[src/rtl/uart_mmio_hub.sv]
// Multi-channel UART MMIO hub: per-channel TX/RX byte FIFOs, status,
// W1C error flags and an interrupt enable behind a single-cycle register bus.
module uart_mmio_hub #(
  parameter int NUM_CH     = 2,
  parameter int FIFO_DEPTH = 16,
  parameter int RISCV_WL   = 32
) (
  input  logic                  clk,
  input  logic                  reset,
  input  logic                  cmd_valid,
  input  logic                  cmd_wr,
  input  logic [RISCV_WL-1:0]   cmd_addr,
  input  logic [RISCV_WL-1:0]   cmd_wdata,
  output logic                  rsp_valid,
  output logic [RISCV_WL-1:0]   rsp_data,
  output logic                  irq,
  output logic [NUM_CH-1:0]     tx_vld,
  input  logic [NUM_CH-1:0]     tx_rdy,
  output logic [8*NUM_CH-1:0]   tx_data,
  input  logic [NUM_CH-1:0]     rx_valid,
  input  logic [8*NUM_CH-1:0]   rx_data
);

  localparam int AW = $clog2(NUM_CH*4);
  localparam int PW = $clog2(FIFO_DEPTH);
  localparam int CW = $clog2(FIFO_DEPTH+1);

  logic [AW-1:0] w_word;
  logic [AW-1:0] w_ch_idx;
  logic [1:0]    w_reg;
  logic          w_ch_ok;
  logic          w_rd;
  logic          w_unused;

  assign w_word   = cmd_addr[AW+1:2];
  assign w_ch_idx = w_word >> 2;
  assign w_reg    = w_word[1:0];
  assign w_ch_ok  = int'(w_ch_idx) < NUM_CH;
  assign w_rd     = cmd_valid & ~cmd_wr;
  assign w_unused = ^{cmd_addr[RISCV_WL-1:AW+2], cmd_addr[1:0],
                      cmd_wdata[RISCV_WL-1:8]};

  logic [NUM_CH-1:0]               w_sel;
  logic [NUM_CH-1:0]               w_irq_ch;
  logic [NUM_CH-1:0][RISCV_WL-1:0] w_stat;
  logic [NUM_CH-1:0][RISCV_WL-1:0] w_rxd;
  logic [NUM_CH-1:0][RISCV_WL-1:0] w_ien;

  for (genvar g = 0; g < NUM_CH; g++) begin : g_ch
    logic [7:0]    r_tx_mem [FIFO_DEPTH];
    logic [7:0]    r_rx_mem [FIFO_DEPTH];
    logic [PW-1:0] r_tx_wp, r_tx_rp, r_rx_wp, r_rx_rp;
    logic [CW-1:0] r_tx_cnt, r_rx_cnt;
    logic          r_ovr, r_txo;
    logic [2:0]    r_ien;

    logic w_tx_empty, w_tx_full, w_tx_push, w_tx_pop, w_tx_ok;
    logic w_rx_empty, w_rx_full, w_rx_push, w_rx_pop, w_rx_ok;
    logic w_st_wr, w_ien_wr;

    assign w_sel[g]   = w_ch_ok && (int'(w_ch_idx) == g);
    assign w_st_wr    = w_sel[g] & cmd_valid & cmd_wr & (w_reg == 2'd2);
    assign w_ien_wr   = w_sel[g] & cmd_valid & cmd_wr & (w_reg == 2'd3);

    assign w_tx_empty = r_tx_cnt == '0;
    assign w_tx_full  = r_tx_cnt == CW'(FIFO_DEPTH);
    assign w_tx_pop   = ~w_tx_empty & tx_rdy[g];
    assign w_tx_push  = w_sel[g] & cmd_valid & cmd_wr & (w_reg == 2'd0);
    assign w_tx_ok    = w_tx_push & (~w_tx_full | w_tx_pop);

    assign w_rx_empty = r_rx_cnt == '0;
    assign w_rx_full  = r_rx_cnt == CW'(FIFO_DEPTH);
    assign w_rx_pop   = w_sel[g] & w_rd & (w_reg == 2'd1) & ~w_rx_empty;
    assign w_rx_push  = rx_valid[g];
    assign w_rx_ok    = w_rx_push & (~w_rx_full | w_rx_pop);

    assign tx_vld[g]         = ~w_tx_empty;
    assign tx_data[8*g +: 8] = w_tx_empty ? 8'h00 : r_tx_mem[r_tx_rp];

    always_ff @(posedge clk) begin
      if (w_tx_ok) r_tx_mem[r_tx_wp] <= cmd_wdata[7:0];
      if (w_rx_ok) r_rx_mem[r_rx_wp] <= rx_data[8*g +: 8];
    end

    always_ff @(posedge clk or posedge reset) begin
      if (reset) begin
        r_tx_wp  <= '0;
        r_tx_rp  <= '0;
        r_tx_cnt <= '0;
        r_rx_wp  <= '0;
        r_rx_rp  <= '0;
        r_rx_cnt <= '0;
        r_ovr    <= 1'b0;
        r_txo    <= 1'b0;
        r_ien    <= '0;
      end else begin
        if (w_tx_ok)  r_tx_wp <= r_tx_wp + PW'(1);
        if (w_tx_pop) r_tx_rp <= r_tx_rp + PW'(1);
        r_tx_cnt <= r_tx_cnt + CW'(w_tx_ok) - CW'(w_tx_pop);
        if (w_rx_ok)  r_rx_wp <= r_rx_wp + PW'(1);
        if (w_rx_pop) r_rx_rp <= r_rx_rp + PW'(1);
        r_rx_cnt <= r_rx_cnt + CW'(w_rx_ok) - CW'(w_rx_pop);
        // a new error in the same cycle as its W1C clear is kept
        if (w_rx_push & ~w_rx_ok)          r_ovr <= 1'b1;
        else if (w_st_wr & cmd_wdata[4])   r_ovr <= 1'b0;
        if (w_tx_push & ~w_tx_ok)          r_txo <= 1'b1;
        else if (w_st_wr & cmd_wdata[5])   r_txo <= 1'b0;
        if (w_ien_wr) r_ien <= cmd_wdata[2:0];
      end
    end

    assign w_stat[g] = RISCV_WL'({8'h00, 8'(r_rx_cnt), 8'(r_tx_cnt),
                                  2'b00, r_txo, r_ovr, w_rx_full,
                                  w_rx_empty, w_tx_full, w_tx_empty});
    assign w_rxd[g]  = w_rx_empty ? '0 :
                       (RISCV_WL'(r_rx_mem[r_rx_rp]) |
                        {1'b1, {(RISCV_WL-1){1'b0}}});
    assign w_ien[g]  = RISCV_WL'(r_ien);
    assign w_irq_ch[g] = |(r_ien & {r_ovr | r_txo, w_tx_empty, ~w_rx_empty});
  end

  logic [RISCV_WL-1:0] w_rd_data;

  always_comb begin
    w_rd_data = '0;
    for (int c = 0; c < NUM_CH; c++) begin
      if (w_sel[c]) begin
        case (w_reg)
          2'd1:    w_rd_data = w_rxd[c];
          2'd2:    w_rd_data = w_stat[c];
          2'd3:    w_rd_data = w_ien[c];
          default: w_rd_data = '0;
        endcase
      end
    end
  end

  always_ff @(posedge clk or posedge reset) begin
    if (reset) begin
      rsp_valid <= 1'b0;
      rsp_data  <= '0;
      irq       <= 1'b0;
    end else begin
      rsp_valid <= w_rd;
      rsp_data  <= w_rd ? w_rd_data : '0;
      irq       <= |w_irq_ch;
    end
  end

endmodule

[config.mk]
export PLATFORM = sky130hd
export DESIGN_NAME = uart_mmio_hub
export DESIGN_NICKNAME = d
export VERILOG_FILES = /design/src/rtl/uart_mmio_hub.sv
export SDC_FILE = /design/constraint.sdc
export NUM_CORES = 1
export LEC_CHECK = 0
export ABC_CLOCK_PERIOD_IN_PS = 4900
export BUFFER_PORTS_ARGS = -buffer_cell sky130_fd_sc_hd__buf_4
export CAP_MARGIN = 20
export CORE_MARGIN = 2
export CORE_UTILIZATION = 45
export DETAILED_ROUTE_END_ITERATION = 7
export MAX_ROUTING_LAYER = met4
export PLACE_DENSITY = 0.71
export SLEW_MARGIN = 5
export SYNTH_ARGS = -nofsm -noshare
export SYNTH_HDL_FRONTEND = slang
export SYNTH_SLANG_ARGS = --single-unit
export TNS_END_PERCENT = 1
[constraint.sdc]
create_clock -name clk -period 4.9 [get_ports clk]
set_input_delay 0.49 -clock clk [delete_from_list [all_inputs] [get_ports clk]]
set_output_delay 0.49 -clock clk [all_outputs]
set_load 0.02 [all_outputs]
==> qor.csv <==
stage;metric;value;unit
layout;final_layout_size_suffix_gt1_share;25.50;%
clock_tree;clock_path_buffers;3;
worst_setup_path;crit_path_start;g_ch[1].r_tx_rp[0]$_DFFE_PP0P_;
routing;viasPerCell;5.528;
placed_design;post-place-ws;1374;ps
floorplanning;ios;140;
global_routing;antenna_found_initial;1;
global_routing;met1_usage;25.55;%
clock_tree;htree_levels;2;
timing;holdWs;169.2;ps
timing;period_minus_slack;3777;ps
routing;drcViolationCount;0;
synth;synth_area_leaders;edfxtp_1 63%, mux4_2 12%, dfrtp_1 8.5%, ha_1 2.2%, mux2i_1 1.2%;
power_and_ir_drop;power_density;548.6;mW/mm²
floorplanning;rows;85;
global_routing;grt_util_all_layers;18.55;%
hold_path;worstHoldStart;rx_data[11];
synth;ys_ff_latch;595;
timing;relSlewSlack;31.99;%
worst_setup_path;cp_data_arrival_time;3290;ps
global_routing;overflow;0;
clock_tree;cts_root_buffer;clkbuf_16;
timing;finalSetupTns;0;ps
floorplanning;core_area;0.05381;mm²
routing;first_pass_iters;5;
outcome;status;finished clean;
power_and_ir_drop;p_leak;9.486;nW
clock_tree;cts_tree;built;
synth;syn_inst;1309;
global_routing;met2_usage;28.91;%
worst_setup_path;crit_type;flop to primary output;
routing;ant_nets;0;
clock_tree;clkLatencyLatePin;630;ps
floorplanning;dieArea;0.05620;mm²
synth;synthDistinctLibCells;61;
hold_path;hold_end;g_ch[1].r_rx_mem[12][3]$_DFFE_PP_;
routing;vias;11920;
hold_path;hold_path_depth;1;
layout;final_core_util;51.60;%
worst_setup_path;rr_startpoint;g_ch[1].r_rx_cnt[2]$_DFF_PP0_;
worst_setup_path;cp_max_fo;22;
synth;syn_area;0.02445;mm²
placed_design;routabilityCongestion;0.8210;
global_routing;grt_pass1_wl;75630;µm
floorplanning;die_h;237.1;µm
routing;drtIter0Drc;1114;
synth;synth_flop_cell;edfxtp_1;
worst_setup_path;required;4410;ps
clock_tree;cts.clk_slew.worst_paths;60;ps
timing;final-setup-viol-count;0;
worst_setup_path;r2r_end;g_ch[1].r_rx_cnt[4]$_DFF_PP0_;
synth;synth_warnings;0;
power_and_ir_drop;ir_drop;0.3041;mV
synth;yosys.area.top_type;edfxtp_1;
synth;async_reset_ff_share;13.95;%
timing;rsz0062_at_grt;no;
run;cap_violations;0;
routing;wl;49630;µm
synth;synth_top_area_share;62.89;%
synth;yosysSeqAreaShare;71.39;%
timing;fin_skew;24.43;ps
placed_design;port_buffers;73;
worst_setup_path;r2r_setup_slack;1310;ps
worst_setup_path;cp-start-kind;flop;
worst_setup_path;crit_path_end_kind;primary output;
routing;post_drt_wl_per_cell;23.02;µm
global_routing;grt_pass1_vias;12130;
timing;fmax;264.8;MHz
worst_setup_path;r2r_cells;18;
timing;finalHoldViolations;0;
timing;worst_pin_slew;1016;ps
layout;nets;1543;
timing;drv_slew;0;
timing;finalWorstSetupSlack;1123;ps
layout;area_growth_syn_to_layout;13.59;%
timing;period_share;77.08;%
floorplanning;dieWidth;237.1;µm
clock_tree;numCtsBuffers;60;
synth;synth_edf_count;512;
global_routing;top_usage_layer;met2;
clock_tree;cts_sinks;595;
synth;avgSynthCellArea;18.68;µm²
global_routing;grt_max_degree;54;
placed_design;hpwl;31210;µm
hold_path;hold_path.class;input pin to flop;
floorplanning;initial_utilization;45.43;%
global_routing;met3_usage;3.556;%
-- registers in the layout, summed over array words and instances, names as in the netlist, 6 cells and up --
register       cells
g_ch.r_ien         6
g_ch.r_rx_cnt     10
g_ch.r_rx_mem    256
g_ch.r_rx_rp       8
g_ch.r_rx_wp       8
g_ch.r_tx_cnt     10
g_ch.r_tx_mem    256
g_ch.r_tx_rp       8
g_ch.r_tx_wp       8
rsp_data          19
-- final cells by class --
type | instances | area (µm²)
fillers | 4247 | 26050
flip-flops and latches | 595 | 17460
clock buffers | 75 | 1588
multi-input cells | 600 | 6464
inverters | 52 | 197.7
well taps | 696 | 870.8
repair buffers | 99 | 765.7
clock inverters | 38 | 420.4
diodes | 1 | 2.502
-- worst max path at each step --
stage / slack, ps / cells past startpoint / end
after floorplan: 1840 / 15 / g_ch[0].r_rx_cnt[4]$_DFF_PP0_
after global placement: 1430 / 18 / g_ch[1].r_rx_cnt[4]$_DFF_PP0_
after detailed placement: 1370 / 18 / g_ch[1].r_rx_cnt[4]$_DFF_PP0_
after CTS: 1020 / 5 / tx_data[1]
after global routing: 900 / 5 / tx_data[5]
final: 1120 / 5 / tx_data[8]
-- cells in the final DEF, fill, tap and decap left out, drive strengths merged, types with 5 or more instances in the layout --
cell type and count:
mux4 141, a31oi 6, clkinv 25, ha 43, nor2b 9, nor2 68, and2 28, nor3 18
bufinv 7, conb 13, o211ai 6, nand2 51, mux2i 30, xnor2 29, a21oi 16, nand2b 11
mux2 19, dfrtp 83, edfxtp 512, inv 54, nand3 17, clkbuf 75, nor4 5, buf 98
o21ai 21, nand4 7, xor2 11
-- kinds of logic (layout without fill, tap and decap cells) --
kind of cell | count (synthesis) | after routing | share of synthesized area, %
fa+ha+maj | 47 | 47 | 2.528
flops | 595 | 595 | 71.39
compound gates | 74 | 74 | 1.976
simple gates | 236 | 236 | 5.011
other cells | 1 | 14 | 0.01534
buf+inv | 126 | 264 | 2.462
mux | 190 | 190 | 15.19
xor+xnor | 40 | 40 | 1.433
-- worst max-delay path, cell delays in order (launching register included) --
cell and delay, ps:
dfrtp_2 840, buf_4 420, mux4_2 580, mux4_2 500, and2_1 180, buf_4 150
-- metrics by stage --
step / power (mW) / std cells / area [µm²]
after detailed placement: 10.75 / 2040 / 25720
final: 15.23 / 2156 / 27770
after global placement: 10.64 / 2040 / 25720
after global routing: 15.97 / 2156 / 27770
after floorplan: 9.588 / 1321 / 24490
after CTS: 15.36 / 2154 / 27740
-- timing repair --
| item | 4_1_cts | 5_1_grt |
|---|---|---|
| resized for setup | 0 | 0 |
| hold buffers | 1 | 0 |
| hold endpoints to repair | 30 | 0 |
| setup buffers | 0 | 0 |
-- Yosys cell counts, types with 7 or more instances --
cell type	instances
buf_1	14
mux2i_1	30
inv_1	49
nor2b_1	9
o21ai_0	21
edfxtp_1	512
nor3_1	17
buf_4	22
nand2_1	51
and2_1	28
xor2_1	11
nand3_1	17
dfrtp_1	83
nor2_1	68
a21oi_1	16
nand4_1	7
mux4_2	135
xnor2_1	29
buf_2	18
mux2_2	19
clkbuf_1	18
nand2b_1	10
ha_1	43
-- per-layer routing --
metal,vias up,wire length [µm]
met2,340,24050
met1,6203,21400
met3,59,3323
met4,0,850
li1,5317,-
met5,-,0
-- power by group --
part	internal, mW	switching, mW
clock	2.68	1.94
sequential	5.99	0.789
combinational	2.07	1.77
Note: power is estimated with default switching activity, not from simulation.
